==> src/rtl/ps2_scan_decoder.sv <==
// ps2_scan_decoder
//   Turns raw PS/2 scan bytes into single key events. Bytes arrive from a
//   receiver running off the PS/2 clock. The E0 (extended), F0 (break) and
//   E1 (pause) prefixes are folded into one event each. Events are queued in
//   a first-word fall-through FIFO with a valid/ready handshake.
//
//   Optional build macro: PS2_TYPEMATIC_FILTER_EN
//     When defined, a repeated make of the key that was last pressed (and not
//     yet released) is dropped, so auto-repeat is suppressed.
//
// Ports
//   clk         system clock
//   reset       asynchronous, active-high reset
//   scan_ready  receiver byte-valid level (asynchronous to clk)
//   scan_code   receiver byte, stable while scan_ready is high
//   evt_valid   FIFO head holds an event
//   evt_ready   consumer takes the head when evt_valid && evt_ready
//   evt_code    key code with prefixes stripped
//   evt_ext     event was E0-prefixed
//   evt_break   key release
//   evt_sys     device/system byte rather than a key
//   overflow    sticky; an event was dropped because the FIFO was full
//   fifo_count  number of entries held
module ps2_scan_decoder #(
    parameter int unsigned DEPTH          = 8,
    parameter int unsigned TIMEOUT_CYCLES = 50000
) (
    input  logic                       clk,
    input  logic                       reset,
    input  logic                       scan_ready,
    input  logic [7:0]                 scan_code,
    output logic                       evt_valid,
    input  logic                       evt_ready,
    output logic [7:0]                 evt_code,
    output logic                       evt_ext,
    output logic                       evt_break,
    output logic                       evt_sys,
    output logic                       overflow,
    output logic [$clog2(DEPTH):0]     fifo_count
);

    localparam int unsigned AW = $clog2(DEPTH);
    localparam int unsigned CW = AW + 1;
    localparam int unsigned TW = (TIMEOUT_CYCLES > 1) ? $clog2(TIMEOUT_CYCLES) : 1;

    typedef enum logic [2:0] {
        S_IDLE,
        S_EXT,
        S_BRK,
        S_EXT_BRK,
        S_PAUSE
    } state_t;

    // ---------------- input capture ----------------
    logic       sync0, sync1, sync1_d;
    logic       byte_strobe;
    logic [7:0] byte_q;
    logic       ready_rise;

    assign ready_rise = sync1 & ~sync1_d;

    always_ff @(posedge clk or posedge reset) begin
        if (reset) begin
            sync0       <= 1'b0;
            sync1       <= 1'b0;
            sync1_d     <= 1'b0;
            byte_strobe <= 1'b0;
            byte_q      <= '0;
        end else begin
            sync0       <= scan_ready;
            sync1       <= sync0;
            sync1_d     <= sync1;
            byte_strobe <= ready_rise;
            if (ready_rise)
                byte_q <= scan_code;
        end
    end

    // ---------------- decoder FSM ----------------
    state_t        state, state_nx;
    logic [2:0]    skip, skip_nx;
    logic [TW-1:0] tmo, tmo_nx;
    logic          push_req;
    logic [7:0]    push_code;
    logic          push_ext, push_brk, push_sys;

    always_ff @(posedge clk or posedge reset) begin
        if (reset) begin
            state <= S_IDLE;
            skip  <= '0;
            tmo   <= '0;
        end else begin
            state <= state_nx;
            skip  <= skip_nx;
            tmo   <= tmo_nx;
        end
    end

    always_comb begin
        state_nx  = state;
        skip_nx   = skip;
        tmo_nx    = '0;
        push_req  = 1'b0;
        push_code = byte_q;
        push_ext  = 1'b0;
        push_brk  = 1'b0;
        push_sys  = 1'b0;

        if (state != S_IDLE)
            tmo_nx = tmo + 1'b1;

        if (byte_strobe) begin
            tmo_nx = '0;
            case (state)
                S_IDLE: begin
                    case (byte_q)
                        8'hE0: state_nx = S_EXT;
                        8'hF0: state_nx = S_BRK;
                        8'hE1: begin
                            state_nx = S_PAUSE;
                            skip_nx  = 3'd7;
                        end
                        8'hAA, 8'hFA, 8'hFE, 8'hEE, 8'h00, 8'hFF: begin
                            push_req = 1'b1;
                            push_sys = 1'b1;
                        end
                        default: push_req = 1'b1;
                    endcase
                end
                S_EXT: begin
                    if (byte_q == 8'hF0) begin
                        state_nx = S_EXT_BRK;
                    end else begin
                        state_nx = S_IDLE;
                        // E0 12 / E0 59 are fake shifts and carry no key
                        if (byte_q != 8'h12 && byte_q != 8'h59) begin
                            push_req = 1'b1;
                            push_ext = 1'b1;
                        end
                    end
                end
                S_BRK: begin
                    state_nx = S_IDLE;
                    push_req = 1'b1;
                    push_brk = 1'b1;
                end
                S_EXT_BRK: begin
                    state_nx = S_IDLE;
                    if (byte_q != 8'h12 && byte_q != 8'h59) begin
                        push_req = 1'b1;
                        push_ext = 1'b1;
                        push_brk = 1'b1;
                    end
                end
                S_PAUSE: begin
                    // E1 is followed by seven filler bytes; the last one ends the sequence
                    if (skip == 3'd1) begin
                        state_nx  = S_IDLE;
                        skip_nx   = '0;
                        push_req  = 1'b1;
                        push_code = 8'h77;
                        push_ext  = 1'b1;
                    end else begin
                        skip_nx = skip - 3'd1;
                    end
                end
                default: state_nx = S_IDLE;
            endcase
        end else if (state != S_IDLE && tmo == TW'(TIMEOUT_CYCLES - 1)) begin
            state_nx = S_IDLE;
            tmo_nx   = '0;
        end
    end

    // ---------------- typematic filter ----------------
    logic push_go;

`ifdef PS2_TYPEMATIC_FILTER_EN
    logic [7:0] last_code, last_code_nx;
    logic       last_ext, last_ext_nx;
    logic       last_vld, last_vld_nx;
    logic       last_match;

    assign last_match = last_vld && (last_code == push_code) && (last_ext == push_ext);

    always_comb begin
        push_go      = push_req;
        last_code_nx = last_code;
        last_ext_nx  = last_ext;
        last_vld_nx  = last_vld;
        if (push_req && !push_sys) begin
            if (!push_brk) begin
                if (last_match) begin
                    push_go = 1'b0;
                end else begin
                    last_code_nx = push_code;
                    last_ext_nx  = push_ext;
                    last_vld_nx  = 1'b1;
                end
            end else if (last_match) begin
                last_vld_nx = 1'b0;
            end
        end
    end

    always_ff @(posedge clk or posedge reset) begin
        if (reset) begin
            last_code <= '0;
            last_ext  <= 1'b0;
            last_vld  <= 1'b0;
        end else begin
            last_code <= last_code_nx;
            last_ext  <= last_ext_nx;
            last_vld  <= last_vld_nx;
        end
    end
`else
    assign push_go = push_req;
`endif

    // ---------------- event FIFO ----------------
    logic [10:0]   mem [DEPTH];
    logic [AW-1:0] wr_ptr, rd_ptr;
    logic [CW-1:0] count;
    logic          full, pop, push_ok;
    logic [10:0]   head;

    assign full    = (count == CW'(DEPTH));
    assign pop     = (count != '0) && evt_ready;
    // a full FIFO still accepts a push when the head leaves in the same cycle
    assign push_ok = push_go && (!full || pop);

    always_ff @(posedge clk) begin
        if (push_ok)
            mem[wr_ptr] <= {push_code, push_ext, push_brk, push_sys};
    end

    always_ff @(posedge clk or posedge reset) begin
        if (reset) begin
            wr_ptr   <= '0;
            rd_ptr   <= '0;
            count    <= '0;
            overflow <= 1'b0;
        end else begin
            if (push_ok)
                wr_ptr <= wr_ptr + 1'b1;
            if (pop)
                rd_ptr <= rd_ptr + 1'b1;
            case ({push_ok, pop})
                2'b10:   count <= count + 1'b1;
                2'b01:   count <= count - 1'b1;
                default: count <= count;
            endcase
            if (push_go && full && !pop)
                overflow <= 1'b1;
        end
    end

    // empty FIFO presents zeros rather than a stale entry
    assign head       = mem[rd_ptr];
    assign evt_valid  = (count != '0);
    assign evt_code   = evt_valid ? head[10:3] : '0;
    assign evt_ext    = evt_valid & head[2];
    assign evt_break  = evt_valid & head[1];
    assign evt_sys    = evt_valid & head[0];
    assign fifo_count = count;

endmodule

==> config.mk <==
export PLATFORM = sky130hd
export DESIGN_NAME = ps2_scan_decoder
export DESIGN_NICKNAME = d
export VERILOG_FILES = /design/src/rtl/ps2_scan_decoder.sv
export SDC_FILE = /design/constraint.sdc
export NUM_CORES = 1
export LEC_CHECK = 0
export CAP_MARGIN = 10
export CORE_ASPECT_RATIO = 2
export CORE_MARGIN = 5
export CORE_UTILIZATION = 60
export DETAILED_ROUTE_END_ITERATION = 10
export GPL_TIMING_DRIVEN = 0
export HOLD_SLACK_MARGIN = 0.02
export MAX_ROUTING_LAYER = met4
export PLACE_DENSITY = 0.8
export SLEW_MARGIN = 20
export SYNTH_ARGS = -nofsm -noshare
export SYNTH_HDL_FRONTEND = slang
export SYNTH_SLANG_ARGS = --single-unit
export TNS_END_PERCENT = 30
==> constraint.sdc <==
create_clock -name clk -period 6.8 [get_ports clk]
set_input_delay 0.68 -clock clk [delete_from_list [all_inputs] [get_ports clk]]
set_output_delay 0.68 -clock clk [all_outputs]
set_load 0.005 [all_outputs]
==> qor.csv <==
metric,value,unit
outcome,"complete, no violations",
largest net degree at the start of global routing,35,
FF-to-FF End,fifo_count[3],
Die W,79.6,um
I/O Pins,29,
unrepaired setup endpoints after global routing,false,
Mapped Cells,394,
worst hold-check path type,flip-flop to flip-flop,
GRT Resource Usage Total,22.1,%
die area,0.0119,mm^2
GR Overflow Total,0,
Post-synth EDFFs,88,
Std-Cell Rows,51,
Mapped Avg Cell Area,14.8,um^2
Critical Path RT,6.12,ns
post-synthesis compound-gate area fraction,3.49,%
dpl cells,557,
#FFs+latches synth,133,
CTS tree,built,
count of input and output buffers,28,
fin crit period,3.74,ns
max-slew violations,0,
DPL Wire Length,7.56,mm
post-CTS sizing,0,
Post-Route WL,11.3,mm
Crit. Startpoint,rd_ptr[0],
Clock Tree Buf Depth,2,
maxcap violations,0,
syn nets,414,
"non-filler cells, final",589,
n_diodes,0,
Skew-Pair Late Insertion Delay,0.41,ns
XOR/XNOR Fraction of Synth Area,3.47,%
Max VDD drop,0.284,mV
DR iter-0 viols,260,
clk root buf,clkbuf_16,
nets@finish,464,
simple-gate portion of the synthesized area,11.9,%
Post-Synthesis Cell Area,0.00581,mm^2
CP Class,flip-flop to output port,
remaining routing DRC violations,0,
Lkg Pwr,2.59,nW
share of layout cells above drive strength 1,17.3,%
"Reg clk slew, reported paths",0.06,ns
first-pass GRT wire length,18.5,mm
adder-cell area share of the yosys netlist,1.85,%
pwr dens,399,mW/mm^2
Die Ht,149,um
Layout area overhead,18.6,%
Vias/cell,5.78,
GPL Wtd Cong,0.850,
Yosys warning total,0,
TritonRoute pass-1 iters,4,
vias in the first global route,3535,
Slew headroom,22.3,%
post-synthesis mux area share,12.4,%
"Top FF cell, synth",edfxtp_1,
register area share after synthesis,64.8,%
CTS Hold Buffers Added,0,
Post-Layout Inst Area,0.00689,mm^2
crit start category,flip-flop,
crit path max fanout,10,
ANT nets after route,0,
Filler Cell Count,629,
R2R depth,13,
Worst Skew,0.00742,ns
actual slew at the worst max-slew pin,1.16,ns
core area,0.00964,mm^2
Placed Area,0.00633,mm^2
final hold viol count,0,
Setup crit end,evt_code[4],
FF-to-FF Start,byte_q[3],
drt wl/cell,19.1,um
synth unique cells,53,
H-tree Lvls,4,
worst hold start,sync0,
antenna violations before repair,0,
CTS buffer count,17,
worst hold margin,0.358,ns
clk sinks,133,
reg2reg setup slack,3.63,ns
vias,3402,
fmax,267,MHz
Critical Path AT,3.06,ns
Post-CTS Setup Repair Bufs,0,
Final Setup Violations,0,
final worst path period share,55.1,%
setup TNS,0,ns
Post-synth ARST share,33.8,%
total power draw,2.75,mW
CP Capture Type,output port,
largest family of logic cells by synthesized area,multiplexers,
Initial Util,60.3,%
-- layout make-up --
| type | count | area, um^2 | share of cell area [%] |
|---|---|---|---|
| sequential | 133 | 3770 | 54.7 |
| inverter | 10 | 37.5 | 0.545 |
| clock inverter | 15 | 136 | 1.98 |
| buffer | 18 | 77.6 | 1.13 |
| clock buffer | 17 | 425 | 6.17 |
| tap | 132 | 165 | 2.40 |
| timing repair buffer | 31 | 323 | 4.68 |
| multi-input combinational | 233 | 1960 | 28.4 |
-- power by group --
part | internal [mW] | leakage [nW] | switching [mW]
registers | 0.983 | 1.39 | 0.0915
logic | 0.433 | 0.922 | 0.375
clock network | 0.533 | 0.273 | 0.334
-- critical path, stage by stage (launching register included) --
cell and delay [ns]:
dfrtp_1 0.36, clkbuf_1 0.28, buf_1 0.71, mux4_2 0.59, mux2i_1 0.18, nor2_1 0.06, clkdlybuf4s50_1 0.46
-- sequential cells by signal (all words and copies together), names as in the netlist, 3 cells and up --
signal	cells
rd_ptr	3
byte_q	8
skip	3
tmo	16
state	3
wr_ptr	3
mem	88
fifo_count	4
-- cell families after synthesis --
family                     count (synthesis)
adders and majority gates                  8
AOI/OAI and AO/OA                         25
DFF                                      133
muxes                                     43
xor gates and xnor gates                  23
and+or+nand+nor                          134
buffers and inverters                     28
-- cells in the final DEF, fill, tap and decap left out, drive strengths merged, types with 5 or more instances in the layout --
cell type and instances:
edfxtp 88, dfrtp 45, nor2 43, clkbuf 29
clkdlybuf4s50 28, nand2 26, mux4 22, xnor2 14
nand3 12, inv 12, mux2i 11, mux2 10
xor2 9, clkinv 9, buf 9, nand2b 8
and3 7, ha 7, nor3 5, and2 5
-- worst min path at each step --
| stage | end | slack [ns] | depth (start not counted) |
|---|---|---|---|
| final | sync1 | 0.36 | 0 |
| after CTS | sync1 | 0.36 | 0 |
| after global routing | sync1 | 0.38 | 0 |
| after global placement | sync1 | 0.34 | 0 |
| after detailed placement | sync1 | 0.34 | 0 |
| after floorplan | sync1 | 0.33 | 0 |
-- cells in the mapped netlist, drive strengths merged (4+ instances only) --
library cell	instances	area (um^2)
nand2b	8	50.1
o21ai	4	20.0
a21oi	4	23.8
dfrtp	45	1130
xor2	9	78.8
inv	10	37.5
nor4	4	25.0
nor3	5	25.0
buf	6	32.5
xnor2	14	123
clkbuf	12	45.0
mux2	10	116
nand3	12	60.1
nand2	26	97.6
edfxtp	88	2640
and2	5	33.8
mux4	22	495
ha	7	87.6
mux2i	11	110
and3	7	43.8
nand4	4	25.0
nor2	43	164
-- per-layer routing --
metal,vias up,track usage (%),part of all wire [%]
li1,1576,-,-
met1,1715,22.9,36
met2,88,38.9,58
met3,23,4.78,3.0
met4,0,10.6,3.1
met5,-,-,0
-- per-stage QoR --
stage / setup WS, ns / util [%]
after floorplan: 3.55 / -
after global placement: 2.04 / 64.9
after detailed placement: 3.38 / 65.7
after CTS: 2.93 / 71.5
after global routing: 2.69 / 71.5
final: 3.06 / 71.5
Note: power is estimated with default switching activity, not from simulation.
